--- config.mk ---
export PLATFORM = sky130hd
export DESIGN_NAME = bcd_to_binary_converter
export DESIGN_NICKNAME = d
export VERILOG_FILES = /design/src/rtl/bcd_to_binary_converter.sv
export SDC_FILE = /design/constraint.sdc
export NUM_CORES = 1
export LEC_CHECK = 0
export BUFFER_PORTS_ARGS = -buffer_cell sky130_fd_sc_hd__buf_2
export CAP_MARGIN = 5
export CORE_ASPECT_RATIO = 1.25
export CORE_MARGIN = 10
export CORE_UTILIZATION = 55
export DETAILED_ROUTE_END_ITERATION = 10
export PLACE_DENSITY_LB_ADDON = 0.1
export SYNTH_ARGS = -nofsm -noshare
export SYNTH_HDL_FRONTEND = slang
export SYNTH_SLANG_ARGS = --single-unit
--- constraint.sdc ---
create_clock -name clk -period 1.7 [get_ports clk]
set_input_delay 0.34 -clock clk [delete_from_list [all_inputs] [get_ports clk]]
set_output_delay 0.34 -clock clk [all_outputs]
set_load 0.01 [all_outputs]
--- src/rtl/bcd_to_binary_converter.sv ---
// -----------------------------------------------------------------------------
// bcd_to_binary_converter
//
// Purpose:
//   Iterative packed-BCD to unsigned binary converter ("reverse double-dabble").
//   The operand is loaded into the upper field of a shift register and shifted
//   right one bit per cycle. After each shift, any BCD nibble that reads >= 8
//   has 3 subtracted from it. After BIN_W iterations the lower BIN_W bits hold
//   the binary value. The block is the inverse of the binary-to-BCD stage that
//   feeds the display driver. It sits between keypad/BCD entry logic and the
//   binary arithmetic in the counter/display datapath.
//
// Parameters:
//   DIGITS     number of packed BCD digits on bcd_in (default 4)
//   BIN_W      binary result width. It must satisfy 2^BIN_W > 10^DIGITS - 1
//              (default 14).
//
// Ports:
//   clk        in   1         system clock, rising edge
//   rst        in   1         asynchronous reset, active low
//   start      in   1         conversion request, sampled only while idle
//   bcd_in     in   4*DIGITS  packed BCD operand, digit 0 in [3:0]
//   binary_out out  BIN_W     converted value, held until the next done
//   busy       out  1         high while a conversion is in progress
//   done       out  1         one-cycle pulse: binary_out/error are valid
//   error      out  1         operand contained a nibble > 9. It is valid with
//                             done and held until the next accepted start.
// -----------------------------------------------------------------------------
module bcd_to_binary_converter #(
    parameter int DIGITS = 4,
    parameter int BIN_W  = 14
) (
    input  logic                  clk,
    input  logic                  rst,
    input  logic                  start,
    input  logic [4*DIGITS-1:0]   bcd_in,
    output logic [BIN_W-1:0]      binary_out,
    output logic                  busy,
    output logic                  done,
    output logic                  error
);

    // The shift register holds the BCD field above the binary field.
    localparam int SR_W  = 4*DIGITS + BIN_W;
    localparam int CNT_W = $clog2(BIN_W + 1);

    typedef enum logic {
        S_IDLE  = 1'b0,
        S_SHIFT = 1'b1
    } state_t;

    state_t             r_state;
    logic [SR_W-1:0]    r_sr;
    logic [CNT_W-1:0]   r_cnt;

    logic [SR_W-1:0]    w_shifted;
    logic [SR_W-1:0]    w_sr_next;
    logic               w_bad_digit;
    logic               w_last_iter;

    // One iteration: a logical right shift of the whole register. Each BCD
    // nibble then gets its own 4-bit correction. A nibble that reads >= 8 just
    // received a bit worth 10/2 = 5 from the digit above. That bit was shifted
    // in with binary weight 8, so 3 is taken off. No borrow crosses into the
    // neighbouring nibble.
    assign w_shifted = r_sr >> 1;

    // NOTE: every variable an always_comb block writes gets a default
    // assignment first. Otherwise a path that skips the write infers a latch.
    always_comb begin
        w_sr_next = w_shifted;
        for (int i = 0; i < DIGITS; i++) begin
            if (w_shifted[BIN_W + 4*i +: 4] >= 4'd8) begin
                w_sr_next[BIN_W + 4*i +: 4] = w_shifted[BIN_W + 4*i +: 4] - 4'd3;
            end
        end
    end

    // The operand is rejected as a whole if any digit is outside 0..9.
    always_comb begin
        w_bad_digit = 1'b0;
        for (int i = 0; i < DIGITS; i++) begin
            if (bcd_in[4*i +: 4] > 4'd9) begin
                w_bad_digit = 1'b1;
            end
        end
    end

    // The counter is cleared on load. The edge that sees count BIN_W-1
    // completes iteration BIN_W.
    assign w_last_iter = (r_cnt == CNT_W'(BIN_W - 1));

    // NOTE: sequential state uses non-blocking (<=) assignments only. Every
    // register then samples its pre-edge inputs, whatever the statement order.
    // NOTE: the shift register and counter are ordinary flops, not a memory
    // array. They are cleared by reset together with the rest of the state, so
    // an aborted conversion leaves nothing behind.
    always_ff @(posedge clk or negedge rst) begin
        if (!rst) begin
            r_state    <= S_IDLE;
            r_sr       <= '0;
            r_cnt      <= '0;
            binary_out <= '0;
            busy       <= 1'b0;
            done       <= 1'b0;
            error      <= 1'b0;
        end else begin
            // done is a single-cycle pulse unless a branch below re-asserts it.
            done <= 1'b0;

            case (r_state)
                S_IDLE: begin
                    if (start) begin
                        if (w_bad_digit) begin
                            // Reject immediately. The result is forced to 0
                            // and the state machine stays idle.
                            done       <= 1'b1;
                            error      <= 1'b1;
                            binary_out <= '0;
                        end else begin
                            r_sr    <= {bcd_in, {BIN_W{1'b0}}};
                            r_cnt   <= '0;
                            error   <= 1'b0;
                            busy    <= 1'b1;
                            r_state <= S_SHIFT;
                        end
                    end
                end

                S_SHIFT: begin
                    // start and bcd_in are ignored here. Only the loaded
                    // operand is used.
                    r_sr  <= w_sr_next;
                    r_cnt <= r_cnt + CNT_W'(1);
                    if (w_last_iter) begin
                        binary_out <= w_sr_next[BIN_W-1:0];
                        done       <= 1'b1;
                        busy       <= 1'b0;
                        r_state    <= S_IDLE;
                    end
                end

                default: begin
                    r_state <= S_IDLE;
                    busy    <= 1'b0;
                end
            endcase
        end
    end

endmodule

Word-level counts from Yosys, hierarchy flattened
Index checks and enable logic that the tools add are counted.

operators by class
  add/sub/neg operators = 5
  reductions and logical operators = 4
  equality and inequality tests = 5
  mux-type cells = 30
  bitwise logic cells = 1
  magnitude comparators = 8

operators with widths
  kind                                                               number
  2-to-1 mux 30 bit                                                  2
  one-hot mux 30 bit (2 select lines)                                1
  2-to-1 mux 14 bit                                                  3
  one-hot mux 14 bit (2 select lines)                                1
  2-to-1 mux 4 bit                                                   6
  > comparator 4 bit, second input constant                          4
  2-to-1 mux 1 bit                                                   13
  greater-or-equal comparator 4 bit, second input constant           3
  subtractor 4 x 2 -> 4 bit, second input constant                   3
  one-hot mux 4 bit (2 select lines)                                 1
  inequality test 2 bit, second input constant                       3
  one-hot mux 1 bit (2 select lines)                                 3
  AND reduction 3 bit                                                2
  adder 4 x 1 -> 4 bit, second input constant                        1
  == test 4 bit, second input constant                               1
  greater-or-equal comparator 3 x 4 -> 1 bit, second input constant  1
  AND reduction 2 bit                                                2
  subtractor 3 x 2 -> 4 bit, second input constant                   1
  inequality test 2 x 1 -> 1 bit, second input constant              1
  NOT 1 bit                                                          1

storage, ports and cells
  output and inout bits = 17
  input bits = 19
  word-level logic and storage cells = 60
  register bits after elaboration = 52

Logic depth before layout (Yosys ltp)
Gate-level depths: netlist of the first run.

  depth in word-level cells = 8
  depth in mapped cells = 7
  mapped depth without buffers = 5

Worst setup path after synthesis of the first run
No wires, ideal clock.

  path kind = register to register
  from = reg r_cnt[0]
  to = reg binary_out[0]
  path buffers = 2
  cell stages (with the launch flop) = 7
  arrival time = 1.402 ns
  slack = 0.232 ns
  required time = 1.635 ns
  setup time = 0.065 ns
  clock period less this slack = 1.468 ns
  path through = dfrtp_1 > ha_1 > and4_1 > buf_2 > a21oi_2 > buf_4 > a22o_1

between the ends
  word-level cells in the longest chain between the ends = 3

ends and longest elaborated chain
  item                                      RTL line  RTL
  from (decl)                               54        logic [CNT_W-1:0] r_cnt;
  from (signal assigned)                    134       r_cnt <= r_cnt + CNT_W'(1);
  == test 4 bit                             91        assign w_last_iter = (r_cnt == CNT_W'(BIN_W - 1));
  inequality test 2 x 1 -> 1 bit (no line)  -
  AND reduction 3 bit (no line)             -
  to (signal assigned)                      136       binary_out <= w_sr_next[BIN_W-1:0];
  to (decl)                                 37        output logic [BIN_W-1:0] binary_out,

No other way between the ends.
A chain may end at the register's enable or synchronous reset.

Final worst setup path of the first run
  from = in bcd_in[2]
  to = reg r_sr[14]

between the ends
  word-level cells in the longest chain between the ends = 7

ends and longest elaborated chain
  item                             RTL line  RTL
  from (decl)                      36        input logic [4*DIGITS-1:0] bcd_in,
  > comparator 4 bit               83        if (bcd_in[4*i +: 4] > 4'd9) begin
  2-to-1 mux 1 bit (4 in series)   83
  inequality test 2 bit (no line)  -
  AND reduction 2 bit (no line)    -
  to (signal assigned)             121       r_sr <= {bcd_in, {BIN_W{1'b0}}};
  to (signal assigned)             133       r_sr <= w_sr_next;
  to (decl)                        53        logic [SR_W-1:0] r_sr;

No other way between the ends.

==> results of run 1 <==
==> Yosys cell counts, drive strengths merged <==
master	count	area share
o21bai	1	0.0033
mux2i	3	0.013
and2	9	0.025
inv	11	0.018
nand2b	3	0.0083
a21oi	6	0.017
nor2	7	0.012
dfrtp	51	0.57
o21ai	5	0.011
buf	8	0.019
xnor2	4	0.016
nand3	2	0.0045
clkbuf	3	0.0050
a22o	30	0.12
nor2b	3	0.0083
nand4	1	0.0028
nor3	1	0.0072
xor2	4	0.016
mux2	1	0.0050
ha	8	0.045
and4	2	0.0078
a221o	15	0.067
nand2	3	0.0050
==> registers in the layout, summed over array words and instances, names as in the netlist <==
register,flops
busy,1
r_state,1
error,1
r_cnt,4
done,1
binary_out,14
r_sr,29
==> timing repair <==
action                                  CTS  global route
endpoints found under the hold margin    17             0
hold buffers                              1             0
buffers inserted                          0             0
endpoints found under the setup margin    0             0
==> kinds of logic after synthesis <==
kind of cell,count (synthesis),share of synthesized area
AO/OA/AOI/OAI,57,0.215
XOR/XNOR,8,0.0312
adder cells (fa/ha/maj),8,0.0445
buffers and inverters,22,0.0428
flip-flops,51,0.568
multiplexers,4,0.0184
AND/OR/NAND/NOR,31,0.0807
==> final timing paths <==
| check | cells after the start | end | startpoint |
|---|---|---|---|
| max | 6 | r_sr[14]$_DFFE_PN0P_ | bcd_in[2] |
| min | 2 | r_sr[18]$_DFFE_PN0P_ | bcd_in[4] |
| max reg2reg | 5 | r_sr[24]$_DFFE_PN0P_ | r_sr[23]$_DFFE_PN0P_ |
| min reg2reg | 1 | binary_out[10]$_DFFE_PN0P_ | binary_out[10]$_DFFE_PN0P_ |
| max in group asynchronous | 3 | r_sr[12]$_DFFE_PN0P_ | rst |
| min in group asynchronous | 2 | binary_out[1]$_DFFE_PN0P_ | rst |
==> critical path: cells and delay by family <==
kind                   cells  cell delay, ps
AOI/OAI and AO/OA          3             760
buffers and inverters      2             290
and+or+nand+nor            1             290
==> where the power goes <==
group	switching [mW]	leakage, nW	internal [mW]	total, mW
Combinational	0.703	0.631	0.816	1.52
Clock	0.388	0.0412	0.288	0.676
Sequential	0.395	0.673	1.65	2.04
==> cell type report <==
type                       count  area (sq um)  area share
clock inverter                 2          12.5     0.00470
inverter                      11          41.3      0.0155
multi-input combinational    108           876       0.329
sequential                    51          1280       0.480
clock buffer                   6          72.6      0.0273
timing repair buffer          50           315       0.118
tap                           54          67.6      0.0254
==> through the flow <==
step                      area [sq um]  hold slack, ps   util
after floorplan                   2250            44.4      -
after global placement            2570             290  0.662
after global routing              2660             271  0.686
after CTS                         2660             260  0.686
final                             2660             271  0.686
after detailed placement          2570             305  0.662
==> metal layers <==
| metal | vias to the layer above | GRT usage | part of all wire |
|---|---|---|---|
| li1 | 748 | - | - |
| met1 | 816 | 0.172 | 0.45 |
| met2 | 45 | 0.217 | 0.48 |
| met3 | 5 | 0.0414 | 0.059 |
| met4 | 0 | 0.0412 | 0.011 |
| met5 | - | 0 | 0 |
==> impl_results.md, run 1 <==
- Clock Tree Root: clkbuf_8
- Die footprint: approximately 7100 sq um
- Worst skew pair latency: about 300 ps
- Overflow after GRT: 0
- Fin crit period: around 1500 ps
- Final non-filler cell total: about 280
- Crit path arrival time: approximately 1700 ps
- CTS resizes: 0
- Clock-pin slew on the worst setup and hold paths: 90 ps
- Number of port buffers: 35
- I/O pins: 36
- Max Cap Viol: 0
- Slowest CP cell: a221o_1
- Gpl congestion: a little over 0.8
- Yosys warns: 0
- Crit start category: input port
- CTS Buf Count: 5
- Syn Inst Count: 181
- Syn_area_per_cell: ~12 sq um
- Routed WL: around 4600 um
- Share of cells above drive strength 1: 0.263
- Largest net degree at the start of global routing: 35
- ANT cells: 0
- Max Clock Skew: roughly 3.6 ps
- Per-cell routed wire length: ~16 um
- Wire length of the first global-routing pass: 8150 um
- Worst path required time: ~1900 ps
- Vias/cell: approximately 5.7
- Fillcell total: 323
- Setup ws final: roughly 210 ps
- Max-Slew Margin vs Limit: 0.713
- Worst hold path class: input port to flop
- Crit-path cells: buf_2 -> o21ai_0 -> and4_1 -> a21oi_2 -> buf_4 -> a221o_1
- Floorplan row count: 25
- Vias in the first global route: around 1,700
- Initial antenna violation count: 0
- Die height: 91.5 um
- Fin crit share: 0.874
- Status: finished, final reports clean
- First-pass detailed-route iteration total: 4
- DRT antenna net count: 0
- Core ar.: approximately 3900 sq um
- CP Capture Type: flop
- R2R Setup Slk: about 240 ps
- Commonest non-fill, non-tap cells in the layout: 51 x dfrtp_1, 35 x buf_2, 30 x a22o_1
- CP peak stage delay: between 300 and 400 ps
- Commonest non-fill, non-tap cell in the layout: dfrtp_1
- GRT Overall Usage: 0.136
- Seq/Total Area, Yosys: 0.568
- Post-Synthesis Cell Area: ~2200 sq um
- DRT iter0 DRCs: about 150
- Crit Path Max Fanout: 11
- Tot Pwr: 4.23 mW
- DP Worst Slack: -98.6 ps
- Slew @ Worst Pin: 430 ps
- Net Count, Synth: between 200 and 250
- Pwr dens: between 1500 and 2000 nW/um^2
- DRC: 0
- Final Hold Fails: 0
- HPWL Detailed: about 3500 um
- Final setup viols: 0
- Final Slew Violations: 0
- Final net count: 254
- Longest Clk Path Bufs: 2
- Initial core utilization: 0.580
- Pleak: about 1.3 nW
- Synth Register Bits: slightly above 50
- Placed cells: about 270
- RSZ-0062 raised after global routing: no
- CTS tree: done
- # H-tree levels: 2
- CTS sink cnt: 51
- Aggregate negative setup slack: 0 ps
- Area Overhead vs Synth: 18.4%
- Worst ir drop on vdd: around 0.74 mV
- Die width: approximately 77 um
- Vias: around 1,600
- Worst setup path class: input port to flop
- Unique masters post-synth: 26
- Achievable Freq: 673 MHz
No activity file was read; power rests on OpenSTA's default activity.
==> run 2, diff against run 1 <==
- CORE_MARGIN: 10 -> 3
- CTS_CLUSTER_DIAMETER: default -> 80
==> run 2 against run 1 <==
  * Setup slack worse by 40 ps
  * Sequential power about the same
  * Clock-buffer cell count down 1
  * Clock skew up 3.3 ps
  * Wire length down 5.8%
  * Final area up 3.1%
  * Combinational power up 3%
  * Non-clock buffer count up 4
  * Sequential cell count unchanged
==> impl_results.md, run 2 (synthesis gave the netlist of run 1 again) <==
- CP top delay family: buffers and inverters
- Final Slew Violations: 0
- Commonest non-fill, non-tap cell in the layout: dfrtp_1
- Floorplan row count: 25
- Flop pwr share: 0.461
- # H-tree levels: 2
- Wire length of the first global-routing pass: between 7000 and 8000 um
- Crit start category: flop
- Post-CTS Setup Bufs: 0
- Pleak: around 1.4 nW
- Worst hold path class: input port to flop
- Switch Pwr: 1.49 mW
- HPWL Detailed: between 3000 and 4000 um
- DR WL met3: between 150 and 200 um
- Worst skew pair latency: 300 ps
- RR Endpoint: binary_out[2]$_DFFE_PN0P_
- Fin crit period: 1530 ps
- Area Overhead vs Synth: 22.0%
- CTS sink cnt: between 50 and 60
- CTS Buf Count: 5
- Slew @ Worst Pin: 614 ps
- Worst setup path class: flop to flop
- Hold Path Origin: bcd_in[4]
- Crit Path Max Fanout: 36
- DRT antenna net count: 0
- Top Registers: r_sr: 29 flops, binary_out: 14 flops, r_cnt: 4 flops
- Initial antenna violation count: 0
- Final cell utilization of the core: 0.713
- Achievable Freq: about 660 MHz
- Worst path required time: around 1900 ps
- Vias: 1,614
- Slowest CP cell: dfrtp_1
- Vias/cell: about 5.6
- Placed cells: 277
- Die height: about 77 um
- Clock Tree Root: clkbuf_8
- Per-cell routed wire length: roughly 15 um
- Max Cap Viol: 0
- Crit-path cells: buf_6 -> and4_1 -> a21oi_2 -> buf_12 -> a22o_1
- Worst r2r src: r_state$_DFF_PN0_
- WHS Endpoint: r_sr[18]$_DFFE_PN0P_
- Die width: roughly 63 um
- Status: finished, final reports clean
- Switch share: 0.339
- Number of port buffers: 35
- Final non-filler cell total: about 290
- Worst Path Buf+Inv: 2
- R2R Setup Slk: roughly 170 ps
- Max Used Layer: met4
- WHS Path Cells: 2
- Cell Int Power: between 2 and 3 mW
- Die footprint: 4900 sq um
- DRC: 0
- Share of cells above drive strength 1: 0.280
- Comb pwr share: 0.353
- Worst ir drop on vdd: approximately 0.97 mV
- Core ar.: approximately 3800 sq um
- Final setup viols: 0
- DRT met1 WL: 1940 um
- Crit path arrival time: about 1700 ps
- Max Clock Skew: 6.94 ps
- Max-Slew Margin vs Limit: 0.589
- Final net count: around 260
- R2R depth: 5
- Clock power share: 0.186
- Top reg by flops: r_sr
- CTS tree: done
- GRT Overall Usage: 0.191
- Aggregate negative setup slack: 0 ps
- CP peak stage delay: between 400 and 500 ps
- Pwr dens: about 1600 nW/um^2
- RSZ-0062 raised after global routing: no
- Initial core utilization: 0.584
- Routed WL: 4370 um
- Met2 routed WL: between 2000 and 2500 um
- Commonest non-fill, non-tap cells in the layout: 51 x dfrtp_1, 35 x buf_2, 30 x a22o_1
- First-pass detailed-route iteration total: 4
- Max reg flops: 29
- DRT iter0 DRCs: 76
- Largest net degree at the start of global routing: 37
- Overflow after GRT: 0
- Longest Clk Path Bufs: 2
- Tot Pwr: around 4.4 mW
- Clock-pin slew on the worst setup and hold paths: 90 ps
- ANT cells: 0
- Fin crit share: 0.897
- Gpl congestion: between 0.8 and 0.9
- CP Capture Type: flop
- Vias in the first global route: about 1,600
- I/O pins: 36
- Final Hold Fails: 0
## run 2: cell type report
| type | count | area (sq um) |
|---|---|---|
| Inverter | 11 | 41.3 |
| Multi-Input combinational cell | 108 | 883 |
| Clock buffer | 5 | 68.8 |
| Tap cell | 54 | 67.6 |
| Sequential cell | 51 | 1280 |
| Fill cell | 284 | 1100 |
| Timing Repair Buffer | 54 | 362 |
| Clock inverter | 3 | 43.8 |
## run 2: stage by stage
step	hold WS (ps)	setup slack (ps)	instance area, sq um
after global routing	262	73.6	2740
after detailed placement	319	-333	2610
after global placement	309	-260	2610
after floorplan	44.4	232	2250
after CTS	264	5.41	2730
final	273	174	2740
## run 2: how the worst max path moves through the flow
stage | to | slack, ps | depth (start not counted) | start
after global routing | binary_out[1]$_DFFE_PN0P_ | 70 | 5 | r_state$_DFF_PN0_
after global placement | r_sr[11]$_DFFE_PN0P_ | -260 | 6 | bcd_in[2]
after CTS | r_sr[12]$_DFFE_PN0P_ | 5 | 6 | bcd_in[6]
after detailed placement | r_sr[13]$_DFFE_PN0P_ | -330 | 6 | bcd_in[6]
after floorplan | binary_out[0]$_DFFE_PN0P_ | 230 | 6 | r_cnt[0]$_DFFE_PN0P_
final | binary_out[2]$_DFFE_PN0P_ | 170 | 5 | r_state$_DFF_PN0_
## run 2: worst reg2reg max path: stages (launching register included)
cell and delay, ps:
dfrtp_1 440, buf_6 280, and4_1 290, a21oi_2 60, buf_12 160, a22o_1 180
## run 2: routing by layer
layer,up-vias,global-route usage
met5,-,0
met4,0,0.0562
met3,2,0.0362
met2,41,0.323
met1,807,0.250
li1,764,-
## run 2: repair_timing
item | in CTS | in global routing
gates resized for setup | 0 | 2
endpoints found under the hold margin | 21 | 0
hold buffers | 1 | 0
endpoints found under the setup margin | 0 | 31
## run 2: power groups by stage
stage / Combinational, mW / Sequential [mW] / Clock, mW
3_3_place_gp: 1.48 / 2.01 / 0
4_1_cts: 1.57 / 2.02 / 0.839
2_1_floorplan: 1.01 / 2.02 / 0
3_5_place_dp: 1.56 / 2.04 / 0
6_report: 1.56 / 2.03 / 0.818
5_1_grt: 1.72 / 2.10 / 0.900
